$ cat src/rtl/cp0_exc_ctrl.sv
// CP0 exception controller: system registers, timer, exception entry/ERET and MFC0/MTC0 access.
module cp0_exc_ctrl (
  input  logic        clk,
  input  logic        resetn,
  input  logic [31:0] excepttype,
  input  logic [31:0] current_pc,
  input  logic        in_delayslot,
  input  logic [31:0] bad_addr,
  input  logic        we_i,
  input  logic [4:0]  waddr_i,
  input  logic [31:0] wdata_i,
  input  logic [4:0]  raddr_i,
  output logic [31:0] rdata_o,
  input  logic [5:0]  int_i,
  output logic [31:0] status_o,
  output logic [31:0] cause_o,
  output logic [31:0] epc_o,
  output logic        flush_o,
  output logic [31:0] newpc_o,
  output logic        timer_int_o
);

  localparam int unsigned DW = 32;
  localparam int unsigned AW = 5;

  localparam logic [AW-1:0] A_BADVADDR = AW'(8);
  localparam logic [AW-1:0] A_COUNT    = AW'(9);
  localparam logic [AW-1:0] A_COMPARE  = AW'(11);
  localparam logic [AW-1:0] A_STATUS   = AW'(12);
  localparam logic [AW-1:0] A_CAUSE    = AW'(13);
  localparam logic [AW-1:0] A_EPC      = AW'(14);
  localparam logic [AW-1:0] A_PRID     = AW'(15);

  localparam logic [DW-1:0] PRID_VAL     = 32'h0000_4220;
  localparam logic [DW-1:0] STATUS_RST   = 32'h0040_0000;
  localparam logic [DW-1:0] STATUS_WMASK = 32'h0000_FF03;
  localparam logic [DW-1:0] CAUSE_WMASK  = 32'h0000_0300;
  localparam logic [DW-1:0] EXC_VECTOR   = 32'hBFC0_0380;
  localparam logic [DW-1:0] ERET_CODE    = 32'h0000_000E;

  logic [DW-1:0] status_q, status_d;
  logic [DW-1:0] cause_q, cause_d;
  logic [DW-1:0] epc_q, epc_d;
  logic [DW-1:0] badvaddr_q, badvaddr_d;
  logic [DW-1:0] count_q, count_d;
  logic [DW-1:0] compare_q, compare_d;
  logic          tick_q, tick_d;
  logic          timer_int_q, timer_int_d;

  logic          exc_valid_c;
  logic          bad_upd_c;
  logic [4:0]    exc_code_c;
  logic          any_exc_c;
  logic          is_eret_c;
  logic          mtc0_c;
  logic [DW-1:0] status_wr_c;
  logic [DW-1:0] cause_wr_c;

  assign any_exc_c   = (excepttype != '0);
  assign is_eret_c   = (excepttype == ERET_CODE);
  assign mtc0_c      = we_i && !any_exc_c;
  assign status_wr_c = (wdata_i & STATUS_WMASK) | (status_q & ~STATUS_WMASK);
  assign cause_wr_c  = (wdata_i & CAUSE_WMASK) | (cause_q & ~CAUSE_WMASK);

  // Translate the prioritized exception type into ExcCode and BadVAddr-update flag.
  always_comb begin
    exc_valid_c = 1'b1;
    bad_upd_c   = 1'b0;
    exc_code_c  = 5'd0;
    case (excepttype)
      32'h01: begin exc_code_c = 5'd0;  bad_upd_c = 1'b1; end
      32'h04: begin exc_code_c = 5'd4;  bad_upd_c = 1'b1; end
      32'h05: begin exc_code_c = 5'd5;  bad_upd_c = 1'b1; end
      32'h08: exc_code_c = 5'd8;
      32'h09: exc_code_c = 5'd9;
      32'h0a: exc_code_c = 5'd10;
      32'h0b: exc_code_c = 5'd11;
      32'h0c: exc_code_c = 5'd12;
      32'h0d: exc_code_c = 5'd13;
      32'h10: begin exc_code_c = 5'd1;  bad_upd_c = 1'b1; end
      32'h11, 32'h12: begin exc_code_c = 5'd2; bad_upd_c = 1'b1; end
      32'h13, 32'h14: begin exc_code_c = 5'd3; bad_upd_c = 1'b1; end
      default: exc_valid_c = 1'b0;
    endcase
  end

  // Next-state for all CP0 registers: timer, MTC0 writes, then exception/ERET overrides.
  always_comb begin
    status_d    = status_q;
    cause_d     = cause_q;
    epc_d       = epc_q;
    badvaddr_d  = badvaddr_q;
    compare_d   = compare_q;
    tick_d      = ~tick_q;
    count_d     = tick_q ? count_q + DW'(1) : count_q;
    timer_int_d = timer_int_q;

    if ((count_q == compare_q) && (compare_q != '0)) begin
      timer_int_d = 1'b1;
    end

    if (mtc0_c) begin
      case (waddr_i)
        A_COUNT: begin
          count_d = wdata_i;
          tick_d  = 1'b0;
        end
        A_COMPARE: begin
          compare_d   = wdata_i;
          timer_int_d = 1'b0;
        end
        A_STATUS: status_d = status_wr_c;
        A_CAUSE:  cause_d  = cause_wr_c;
        A_EPC:    epc_d    = wdata_i;
        default: ;
      endcase
    end

    if (is_eret_c) begin
      status_d[1] = 1'b0;
    end else if (exc_valid_c) begin
      if (!status_q[1]) begin
        epc_d     = in_delayslot ? current_pc - DW'(4) : current_pc;
        cause_d[31] = in_delayslot;
      end
      status_d[1]  = 1'b1;
      cause_d[6:2] = exc_code_c;
      if (bad_upd_c) begin
        badvaddr_d = bad_addr;
      end
    end

    cause_d[15:10] = {int_i[5] | timer_int_q, int_i[4:0]};
  end

  // State registers with synchronous active-low reset.
  always_ff @(posedge clk) begin
    if (!resetn) begin
      status_q    <= STATUS_RST;
      cause_q     <= '0;
      epc_q       <= '0;
      badvaddr_q  <= '0;
      count_q     <= '0;
      compare_q   <= '0;
      tick_q      <= 1'b0;
      timer_int_q <= 1'b0;
    end else begin
      status_q    <= status_d;
      cause_q     <= cause_d;
      epc_q       <= epc_d;
      badvaddr_q  <= badvaddr_d;
      count_q     <= count_d;
      compare_q   <= compare_d;
      tick_q      <= tick_d;
      timer_int_q <= timer_int_d;
    end
  end

  // MFC0 read mux with same-cycle MTC0 bypass.
  always_comb begin
    case (raddr_i)
      A_BADVADDR: rdata_o = badvaddr_q;
      A_COUNT:    rdata_o = count_q;
      A_COMPARE:  rdata_o = compare_q;
      A_STATUS:   rdata_o = status_q;
      A_CAUSE:    rdata_o = cause_q;
      A_EPC:      rdata_o = epc_q;
      A_PRID:     rdata_o = PRID_VAL;
      default:    rdata_o = '0;
    endcase
    if (we_i && (waddr_i == raddr_i)) begin
      case (waddr_i)
        A_COUNT:   rdata_o = wdata_i;
        A_COMPARE: rdata_o = wdata_i;
        A_STATUS:  rdata_o = status_wr_c;
        A_CAUSE:   rdata_o = cause_wr_c;
        A_EPC:     rdata_o = wdata_i;
        default: ;
      endcase
    end
  end

  // Flush/redirect is combinational so the pipeline redirects in the excepting cycle.
  assign flush_o     = resetn && any_exc_c;
  assign newpc_o     = !flush_o ? '0 : (is_eret_c ? epc_q : EXC_VECTOR);
  assign status_o    = status_q;
  assign cause_o     = cause_q;
  assign epc_o       = epc_q;
  assign timer_int_o = timer_int_q;

endmodule

$ cat config.mk
export PLATFORM = sky130hd
export DESIGN_NAME = cp0_exc_ctrl
export DESIGN_NICKNAME = d
export VERILOG_FILES = /design/src/rtl/cp0_exc_ctrl.sv
export SDC_FILE = /design/constraint.sdc
export NUM_CORES = 1
export LEC_CHECK = 0
export CAP_MARGIN = 40
export CORE_AREA = 4 4 165 151
export DETAILED_ROUTE_END_ITERATION = 16
export DIE_AREA = 0 0 169 155
export PLACE_DENSITY = 0.77
export SLEW_MARGIN = 20
export SYNTH_ARGS = -nofsm -noshare
export SYNTH_HDL_FRONTEND = slang
export SYNTH_SLANG_ARGS = --single-unit
$ cat constraint.sdc
create_clock -name clk -period 2.45 [get_ports clk]
set_input_delay 0.49 -clock clk [delete_from_list [all_inputs] [get_ports clk]]
set_output_delay 0.49 -clock clk [all_outputs]
set_load 0.01 [all_outputs]
==> impl_metrics.toml <==
[routing]
drt-pass1-iter-count = 9
drc = 0
avgViaCountPerCell = 6.10
drt-initial-drc-count = 1848
drtAntennaViolNets = 0
wl_per_cell_um = 23.9
drt_wl_total_mm = 48.4
vias = 12375

[synthesis]
synth-xor-area-share_pct = 7.35
synth_compound_area_share_pct = 22.1
synth_top_area_cell = "dfxtp_1"
synth-seq-cells = 153
synthCells = 1244
muxShareOfSynthArea_pct = 6.07
ys_top_cells_by_area = "dfxtp_1 31%, xnor2_1 6.3%, nand2_1 5.7%, mux2i_1 5.2%, nor2_1 4.0%"
synthAdderAreaFrac_pct = 0.253
synth_cell_types = 67
syn_avg_cell_area_um2 = 7.95
synthSimpleGateAreaFrac_pct = 24.8
yosysSeqAreaShare_pct = 31.0
yosys_warnings = 0
synth_edf_count = 0
synth-async-reset-ratio_pct = 0
synth_top_cell_area_share_pct = 31.0
synth_top_family_by_area = "simple AND/OR/NAND/NOR gates"
synthFlopType = "dfxtp_1"
syn_area_um2 = 9890

[worst_setup_path]
arrival_ns = 2.27
worstSetupEndpointType = "primary output"
crit_path_start = "excepttype[23]"
cp.required_ns = 1.96
worstSetupStartpointType = "input port"
worstReg2RegStart = "count_q[4]"
cp_max_fo = 3
crit_type = "in -> out"

[run_status]
violations = "setup timing"
status = "finished, violations left"

[sta]
setup_viol = 57
skew_ns = 0.0109
grt_setup_unrepaired = "yes"
worst_slack_ns = -0.312
report.final.slew_viol_count = 0
period_share_pct = 113
fmax_mhz = 362
tns_ns = -9.81
worstMarginPinSlew_ns = 0.596
slew_headroom_pct = 59.9
hold_viol_final = 0
min_period_ns = 2.76

[final_layout]
nFillCells = 1697
final_cells = 2028
final_common_cell = "buf_4"
area_delta_synth_final_pct = 63.8
final_core_util_pct = 70.0
drive_above_1_share_pct = 31.6
fin_nets = 1863
antenna_cells = 0
final_cell_mix = "204 x buf_4, 160 x clkdlybuf4s50_1, 153 x dfxtp_1"

[global_routing]
antenna_found_initial = 0
grt_overflow = 0
grt_max_degree = 65
grt_use_total_pct = 33.9
grt_pass1_vias = 11624
grt_pass1_wl_mm = 69.5

[cts]
clock-sinks = 153
cts.htree.levels = 4
postCtsHoldBufs = 0
path_clk_slew_ns = 0.07
clockRootBuffer = "clkbuf_16"
clk_path_buf_depth = 2
clkLatencyLatePin_ns = 0.44
cts_tree = "built"
cts-buffers-inserted = 17

[floorplan]
coreArea_um2 = 23100
rows = 53
dieArea_um2 = 26200
die_w_um = 169
io-pin-count = 310
start_util_pct = 42.7
die_h_um = 155

[run]
maxCapViolCount = 0

[power_and_ir_drop]
ir_drop_uv = 486
finalPower_mw = 6.17
power_density_nw_per_um2 = 381
leakage_nw = 6.11

[placement]
dp_hpwl_mm = 33.5
pre_cts_ws_ns = -0.942
port_buffers = 268
gp_congestion = 1.02
placed_cells = 1926

[min_path]
hp-start = "badvaddr_q[18]"
hp-class = "reg -> reg"
==> critical path, cell delays in order <==
cell	delay (ns)
buf_2	0.12
nor4_4	0.35
and3_4	0.26
nand4_1	0.17
a211oi_4	0.24
buf_6	0.15
buf_6	0.12
buf_6	0.13
and2_4	0.14
buf_6	0.09
==> where the power goes <==
part           internal, mW  total (mW)  switching (mW)  leakage (nW)
clock network          1.37        2.59            1.23         0.276
registers              2.50        2.51          0.0145          1.23
logic                 0.542        1.06           0.520          4.60
==> timing repair <==
| action | CTS | global route |
|---|---|---|
| cloned | 8 | 4 |
| pin swaps | 66 | 48 |
| resized for setup | 514 | 103 |
| buffers inserted | 57 | 25 |
| endpoints found under the setup margin | 67 | 141 |
==> registers in the layout (all words and copies together), names as in the netlist <==
register / flops
compare_q: 32
epc_o: 32
count_q: 32
tick_q: 1
cause_o: 13
badvaddr_q: 32
status_o: 10
timer_int_o: 1
==> cells by family after synthesis <==
group,count (synthesis)
and+or+nand+nor,479
AOI/OAI and AO/OA,305
buffers and inverters,161
DFF,153
xor gates and xnor gates,83
muxes,59
adders and majority gates,2
other,2
==> path summary, 6_finish.rpt <==
check                                 endpoint  slack [ns]  cells past startpoint
worst max-delay path               newpc_o[11]       -0.31                     10
worst min-delay path            badvaddr_q[18]        0.50                      2
worst max register to register     count_q[30]        0.15                      5
worst min register to register  badvaddr_q[18]        0.50                      2
==> stage by stage <==
stage | hold slack (ns) | instance area [µm²]
2_1_floorplan | 0.456 | 10100
3_3_place_gp | 0.477 | 14300
3_5_place_dp | 0.488 | 14300
4_1_cts | 0.504 | 15700
5_1_grt | 0.534 | 16200
6_report | 0.502 | 16200
==> area by class of cell <==
cell class	count	area, µm²	area share, %
Tap cell	302	378	2.33
Inverter	16	61.3	0.378
Timing Repair Buffer	556	5380	33.2
Multi-Input combinational cell	969	6750	41.7
Clock inverter	14	130	0.803
Sequential cell	153	3060	18.9
Clock buffer	18	439	2.71
==> metal layers <==
metal	vias up	track usage [%]	part of all wire, %
li1	5395	-	-
met1	5826	45.7	38
met2	954	53.0	44
met3	200	7.49	12
met4	0	13.7	5.8
met5	-	0	0
==> cell usage after synthesis, types with 9 or more instances <==
cell type,count
dfxtp_1,153
nand2_1,151
nor2_1,106
xnor2_1,71
clkbuf_1,70
a21oi_1,68
o21ai_0,55
mux2i_1,51
a22oi_1,46
buf_4,45
nor3_1,42
and2_1,33
a22o_1,31
nand4_1,26
nor4_1,26
buf_2,22
nand3_1,19
a311oi_2,16
a31oi_1,15
inv_1,15
a211oi_1,14
o41ai_1,14
xor2_1,12
and3_1,11
nor4_2,9
Note: power is estimated with default switching activity, not from simulation.
